===== config.mk =====
export PLATFORM = sky130hd
export DESIGN_NAME = uart_tx_param
export DESIGN_NICKNAME = d
export VERILOG_FILES = /design/src/rtl/uart_pkg.sv /design/src/rtl/uart_bit_timer.sv /design/src/rtl/uart_tx_param.sv
export SDC_FILE = /design/constraint.sdc
export NUM_CORES = 1
export LEC_CHECK = 0
export CELL_PAD_IN_SITES_DETAIL_PLACEMENT = 1
export CELL_PAD_IN_SITES_GLOBAL_PLACEMENT = 2
export CORE_UTILIZATION = 25
export CTS_BUF_LIST = sky130_fd_sc_hd__clkbuf_4 sky130_fd_sc_hd__clkbuf_8
export DETAILED_ROUTE_END_ITERATION = 12
export PLACE_DENSITY_LB_ADDON = 0.12
export SLEW_MARGIN = 15
export SYNTH_ARGS = -nofsm -noshare
export SYNTH_HDL_FRONTEND = slang
export SYNTH_SLANG_ARGS = --single-unit

===== constraint.sdc =====
create_clock -name clk -period 2.1 [get_ports clk]
set_clock_uncertainty 0.15 [all_clocks]
set_input_delay 0.42 -clock clk [delete_from_list [all_inputs] [get_ports clk]]
set_output_delay 0.42 -clock clk [all_outputs]
set_load 0.05 [all_outputs]

===== src/rtl/uart_pkg.sv =====
// Shared UART definitions: FSM state encoding and a frame-length helper.
// Used by uart_tx_param and its benches.
package uart_pkg;

  typedef enum logic [2:0] {
    ST_IDLE   = 3'd0,
    ST_START  = 3'd1,
    ST_DATA   = 3'd2,
    ST_PARITY = 3'd3,
    ST_STOP   = 3'd4
  } uart_state_t;

  // Total clk cycles from accept to the Done pulse for one frame.
  function automatic int uart_frame_cycles(input int clks, input int data,
                                           input int parity, input int stop);
    return (1 + data + parity + stop) * clks;
  endfunction

endpackage


===== src/rtl/uart_bit_timer.sv =====
// Per-bit clock counter: counts 0..CLKS_PER_BIT-1 while run is high and
// flags the last cycle of each serial bit with bit_end.
module uart_bit_timer #(
  parameter int CLKS_PER_BIT = 39
) (
  input  logic clk,
  input  logic reset,
  input  logic restart,
  input  logic run,
  output logic bit_end
);

  localparam int CW = (CLKS_PER_BIT > 1) ? $clog2(CLKS_PER_BIT) : 1;
  localparam logic [CW-1:0] LAST = CW'(CLKS_PER_BIT - 1);

  logic [CW-1:0] count;

  always_ff @(posedge clk) begin
    if (reset || restart || !run) begin
      count <= '0;
    end else if (count == LAST) begin
      count <= '0;
    end else begin
      count <= count + CW'(1);
    end
  end

  assign bit_end = run && (count == LAST);

endmodule


===== src/rtl/uart_tx_param.sv =====
// Parametrised UART transmitter (start, DATA_BITS LSB first, optional parity, STOP_BITS).
// Parity stage is built only when UART_TX_PARITY_EN is defined.
//
// state     | meaning
// ----------|-----------------------------------------------
// ST_IDLE   | line high, tx_ready=1, waiting for tx_start
// ST_START  | start bit (line low) for CLKS_PER_BIT cycles
// ST_DATA   | data bits, shreg[0] on the line, LSB first
// ST_PARITY | parity bit (only with UART_TX_PARITY_EN)
// ST_STOP   | STOP_BITS stop bits, line high; Done on exit
module uart_tx_param
  import uart_pkg::*;
#(
  parameter int CLKS_PER_BIT = 39,
  parameter int DATA_BITS    = 8,
  parameter int STOP_BITS    = 1,
  parameter int PARITY_ODD   = 0
) (
  input  logic                 clk,
  input  logic                 reset,
  input  logic                 tx_start,
  input  logic [DATA_BITS-1:0] din,
  output logic                 tx_ready,
  output logic                 o_Tx_Active,
  output logic                 o_Tx_Serial,
  output logic                 o_Tx_Done
);

  if (CLKS_PER_BIT < 2) begin : g_bad_clks
    $error("uart_tx_param: CLKS_PER_BIT must be >= 2");
  end
  if (DATA_BITS < 5 || DATA_BITS > 9) begin : g_bad_data
    $error("uart_tx_param: DATA_BITS must be 5..9");
  end
  if (STOP_BITS < 1 || STOP_BITS > 2) begin : g_bad_stop
    $error("uart_tx_param: STOP_BITS must be 1 or 2");
  end
  if (PARITY_ODD != 0 && PARITY_ODD != 1) begin : g_bad_par
    $error("uart_tx_param: PARITY_ODD must be 0 or 1");
  end

  localparam int BW = $clog2(DATA_BITS + 1);
  localparam logic [BW-1:0] LAST_DATA = BW'(DATA_BITS - 1);
  localparam logic [BW-1:0] LAST_STOP = BW'(STOP_BITS - 1);

  uart_state_t          state, state_n;
  logic [BW-1:0]        bit_cnt, bit_cnt_n;
  logic [DATA_BITS-1:0] shreg, shreg_n;
  logic                 serial_n, active_n, done_n;
  logic                 accept, bit_end;

`ifdef UART_TX_PARITY_EN
  localparam logic PAR_ODD_BIT = (PARITY_ODD != 0);
  logic [DATA_BITS-1:0] din_lat, din_lat_n;
  logic                 parity_bit;
  assign parity_bit = (^din_lat) ^ PAR_ODD_BIT;
`endif

  assign tx_ready = (state == ST_IDLE) && !reset;
  assign accept   = tx_start && tx_ready;

  uart_bit_timer #(
    .CLKS_PER_BIT(CLKS_PER_BIT)
  ) u_bit_timer (
    .clk    (clk),
    .reset  (reset),
    .restart(accept),
    .run    (state != ST_IDLE),
    .bit_end(bit_end)
  );

  always_comb begin
    state_n   = state;
    bit_cnt_n = bit_cnt;
    shreg_n   = shreg;
    done_n    = 1'b0;
`ifdef UART_TX_PARITY_EN
    din_lat_n = din_lat;
`endif
    case (state)
      ST_IDLE: begin
        if (accept) begin
          shreg_n   = din;
          bit_cnt_n = '0;
          state_n   = ST_START;
`ifdef UART_TX_PARITY_EN
          din_lat_n = din;
`endif
        end
      end
      ST_START: begin
        if (bit_end) state_n = ST_DATA;
      end
      ST_DATA: begin
        if (bit_end) begin
          if (bit_cnt == LAST_DATA) begin
            bit_cnt_n = '0;
`ifdef UART_TX_PARITY_EN
            state_n   = ST_PARITY;
`else
            state_n   = ST_STOP;
`endif
          end else begin
            bit_cnt_n = bit_cnt + BW'(1);
            shreg_n   = shreg >> 1;
          end
        end
      end
`ifdef UART_TX_PARITY_EN
      ST_PARITY: begin
        if (bit_end) state_n = ST_STOP;
      end
`endif
      ST_STOP: begin
        if (bit_end) begin
          if (bit_cnt == LAST_STOP) begin
            bit_cnt_n = '0;
            state_n   = ST_IDLE;
            done_n    = 1'b1;
          end else begin
            bit_cnt_n = bit_cnt + BW'(1);
          end
        end
      end
      default: state_n = ST_IDLE;
    endcase

    // Line and Active are registered from the next state so they change on the same edge as state.
    serial_n = 1'b1;
    case (state_n)
      ST_START:  serial_n = 1'b0;
      ST_DATA:   serial_n = shreg_n[0];
`ifdef UART_TX_PARITY_EN
      ST_PARITY: serial_n = parity_bit;
`endif
      default:   serial_n = 1'b1;
    endcase
    active_n = (state_n != ST_IDLE);
  end

  always_ff @(posedge clk) begin
    if (reset) begin
      state       <= ST_IDLE;
      bit_cnt     <= '0;
      shreg       <= '0;
      o_Tx_Serial <= 1'b1;
      o_Tx_Active <= 1'b0;
      o_Tx_Done   <= 1'b0;
`ifdef UART_TX_PARITY_EN
      din_lat     <= '0;
`endif
    end else begin
      state       <= state_n;
      bit_cnt     <= bit_cnt_n;
      shreg       <= shreg_n;
      o_Tx_Serial <= serial_n;
      o_Tx_Active <= active_n;
      o_Tx_Done   <= done_n;
`ifdef UART_TX_PARITY_EN
      din_lat     <= din_lat_n;
`endif
    end
  end

endmodule


==> qor.txt <==
Dominant delay contributor by cell family on the critical path - buffers and inverters
Starting utilization of the core area - 0.259
CTS sink cnt - 24
Routed via count - 1,085
Clock transition at path regs - 90 ps
DP Wirelength - 2.45 mm
Crit-path max cell delay - 810 ps
Clk_lat worst skew - 270 ps
Synthesized netlist cell count - 135
Fin crit share - 0.936
Placer Congestion - 0.858
Post-Route Utilization - 0.339
Leakage - 0.556 nW
Total Wirelength - 3.18 mm
Max-slew violation count - 0
Portion of the post-synthesis area used by sequential elements - 0.395
Power density normalized to cell area - 626 nW/µm²
CTS Buf Count - 3
Area added between synthesis and finish - 30.8%
Area of all placed cells without fillers - 1590 µm²
Max_slew headroom - 0.605
Area of the core - 4690 µm²
Data arrival, critical path - 1400 ps
Largest net degree at the start of global routing - 15
Total number of yosys warnings - 0
RSZ-0062 raised after global routing - no
Data required time at the worst endpoint - 1530 ps
Worst-case setup margin in the final layout - 135 ps
Aggregate global routing overflow - 0
Post-Syn Nets - 150
Post-route DRC - 0
Vias/cell - 5.07
Routed WL per cell - 14.8 µm
Post-synth top area cell - sky130_fd_sc_hd__dfxtp_1
Number of nets in the layout - 176
Maximum frequency from static timing analysis - 509 MHz
Leading register cell type out of synthesis - sky130_fd_sc_hd__dfxtp_1
Wire length of the first global-routing pass - 5.56 mm
Min-delay worst type - reg2reg
Final worst hold slack - 318 ps
Peak supply drop - 0.429 mV
Area fraction of the dominant cell type after synthesis - 0.395
Final standard cell count with taps included and fillers excluded - 214
Count of distinct cell types in the synthesized netlist - 43
Std-Cell Rows - 25
Placed Instance Area - 1510 µm²
Cell with the most instances after synthesis - sky130_fd_sc_hd__dfxtp_1
Count of cell instances traversed by the critical path - 1
Number of global-route vias before repair - 1,161
TritonCTS clock tree - built
Die outline height - 71.7 µm
Worst reg-to-reg path cell count - 4
Die extent in x - 71.7 µm
Slowest cell on the critical path - sky130_fd_sc_hd__clkdlybuf4s50_1
Maximum count of clock buffers along a single path - 2
Number of failing setup endpoints in the final timing report - 0
Register bit total from synthesis - 24
# fillers - 563
Global router's overall resource usage - 0.139
Outcome - finished clean
Total of buffers placed on input and output ports - 14
Maximum level of the CTS H-tree - 1
Pre-Repair DR Iteration Count - 4
Async S/R FF share, synth - 0
Worst slack, placed - -43.7 ps
Capturing element type of the critical path - primary output
Category of the worst setup path launch point - flop
Number of antenna violations at the first check in global routing - 0
Most common library cells after synthesis - sky130_fd_sc_hd__dfxtp_1, sky130_fd_sc_hd__nand3_1, sky130_fd_sc_hd__a21oi_1, sky130_fd_sc_hd__nand2_1, sky130_fd_sc_hd__nor2_1
Antenna diode count - 0
Biggest fanout along the worst timing path - 1
Drt initial violations - 44
Syn avg cell area - 9.01 µm²
Die area - 5150 µm²
ANT nets after route - 0
I/O pin total - 15
Worst Tran Pin Value - 585 ps
Cell area after technology mapping - 1220 µm²
Number of buffers and inverters on the critical path - 1
Worst setup path class - reg2out
Main area contributors after synthesis - sky130_fd_sc_hd__dfxtp_1, sky130_fd_sc_hd__nand3_1, sky130_fd_sc_hd__a21oi_1, sky130_fd_sc_hd__ha_1, sky130_fd_sc_hd__a22oi_1
Count of placed standard cells including taps - 209
Instance count along the most critical hold path - 1
Clock tree root driver cell - sky130_fd_sc_hd__clkbuf_8
Cell chain of the critical path - clkdlybuf4s50_1
Layout cell share with drive strength beyond 1 - 0.169
Number of enable-type register cells in the synthesized netlist - 0
Final period demand of the worst path - 1970 ps
Final hold viol count - 0
Maxcap violations - 0
==> power by group <==
part	switching, mW	total [mW]	leakage [nW]	internal (mW)
combinational	0.0588	0.113	0.325	0.0545
sequential	0.00575	0.473	0.195	0.467
clock	0.155	0.410	0.0357	0.255
==> worst paths after layout <==
path	from	to	slack, ps
max	o_Tx_Serial	o_Tx_Serial	130
min	u_bit_timer.count[0]	u_bit_timer.count[0]	320
max reg2reg	u_bit_timer.count[2]	o_Tx_Active	140
min reg2reg	u_bit_timer.count[0]	u_bit_timer.count[0]	320
==> cell type report <==
class	count	area [µm²]	share of cell area
sequential	24	480	0.302
inverter	6	22.5	0.0142
timing repair buffer	28	258	0.162
tap	54	67.6	0.0425
clock buffer	3	41.3	0.0260
clock inverter	1	30.0	0.0189
multi-input combinational	98	691	0.434
==> cell usage in the layout (no fill, tap or decap), drive strengths merged, types with 2 or more instances in the layout <==
| cell | netlist | layout |
|---|---|---|
| a21oi | 11 | 11 |
| a22oi | 6 | 6 |
| and2 | 3 | 3 |
| buf | 4 | 15 |
| clkbuf | 3 | 3 |
| clkdlybuf4s50 | 0 | 12 |
| dfxtp | 24 | 24 |
| ha | 4 | 4 |
| inv | 5 | 5 |
| mux2i | 3 | 3 |
| nand2 | 9 | 9 |
| nand3 | 11 | 11 |
| nand4 | 4 | 4 |
| nor2 | 8 | 8 |
| nor3 | 3 | 3 |
| nor3b | 3 | 3 |
| nor4 | 3 | 3 |
| nor4b | 2 | 2 |
| o21ai | 2 | 2 |
| or3 | 2 | 2 |
| or3b | 3 | 3 |
| or4 | 2 | 2 |
| xnor2 | 2 | 2 |
| xor2 | 2 | 2 |
==> cells by family (layout without fill, tap and decap cells) <==
kind of cell               Yosys count  after routing  synth area share
AOI/OAI and AO/OA                   30             30             0.176
xor gates and xnor gates             4              4            0.0288
adders and majority gates            4              4            0.0412
buffers and inverters               13             38            0.0494
DFF                                 24             24             0.395
muxes                                3              3            0.0247
and+or+nand+nor                     57             57             0.285
==> per-layer routing <==
layer  track usage  routed length [µm]
met1         0.186                1640
met3        0.0352                 103
met4        0.0370                  23
met5             0                   0
met2         0.221                1410
==> timing repair <==
action | in CTS | in global routing
hold buffers | 0 | 0
buffers inserted | 0 | 1
setup endpoints to repair | 0 | 1
gates resized for setup | 0 | 1
==> registers in the layout, indices dropped and copies added, names as in the netlist <==
name	flops
o_Tx_Serial	1
shreg	8
o_Tx_Done	1
u_bit_timer.count	6
bit_cnt	4
o_Tx_Active	1
state	3
==> through the flow <==
stage	power (mW)	TNS, ps
finish	0.996	0
global route	1.04	0
CTS	1.02	0
detailed placement	0.596	-109
global placement	0.594	-29.7
floorplan	0.542	0
Note: power is estimated with default switching activity, not from simulation.
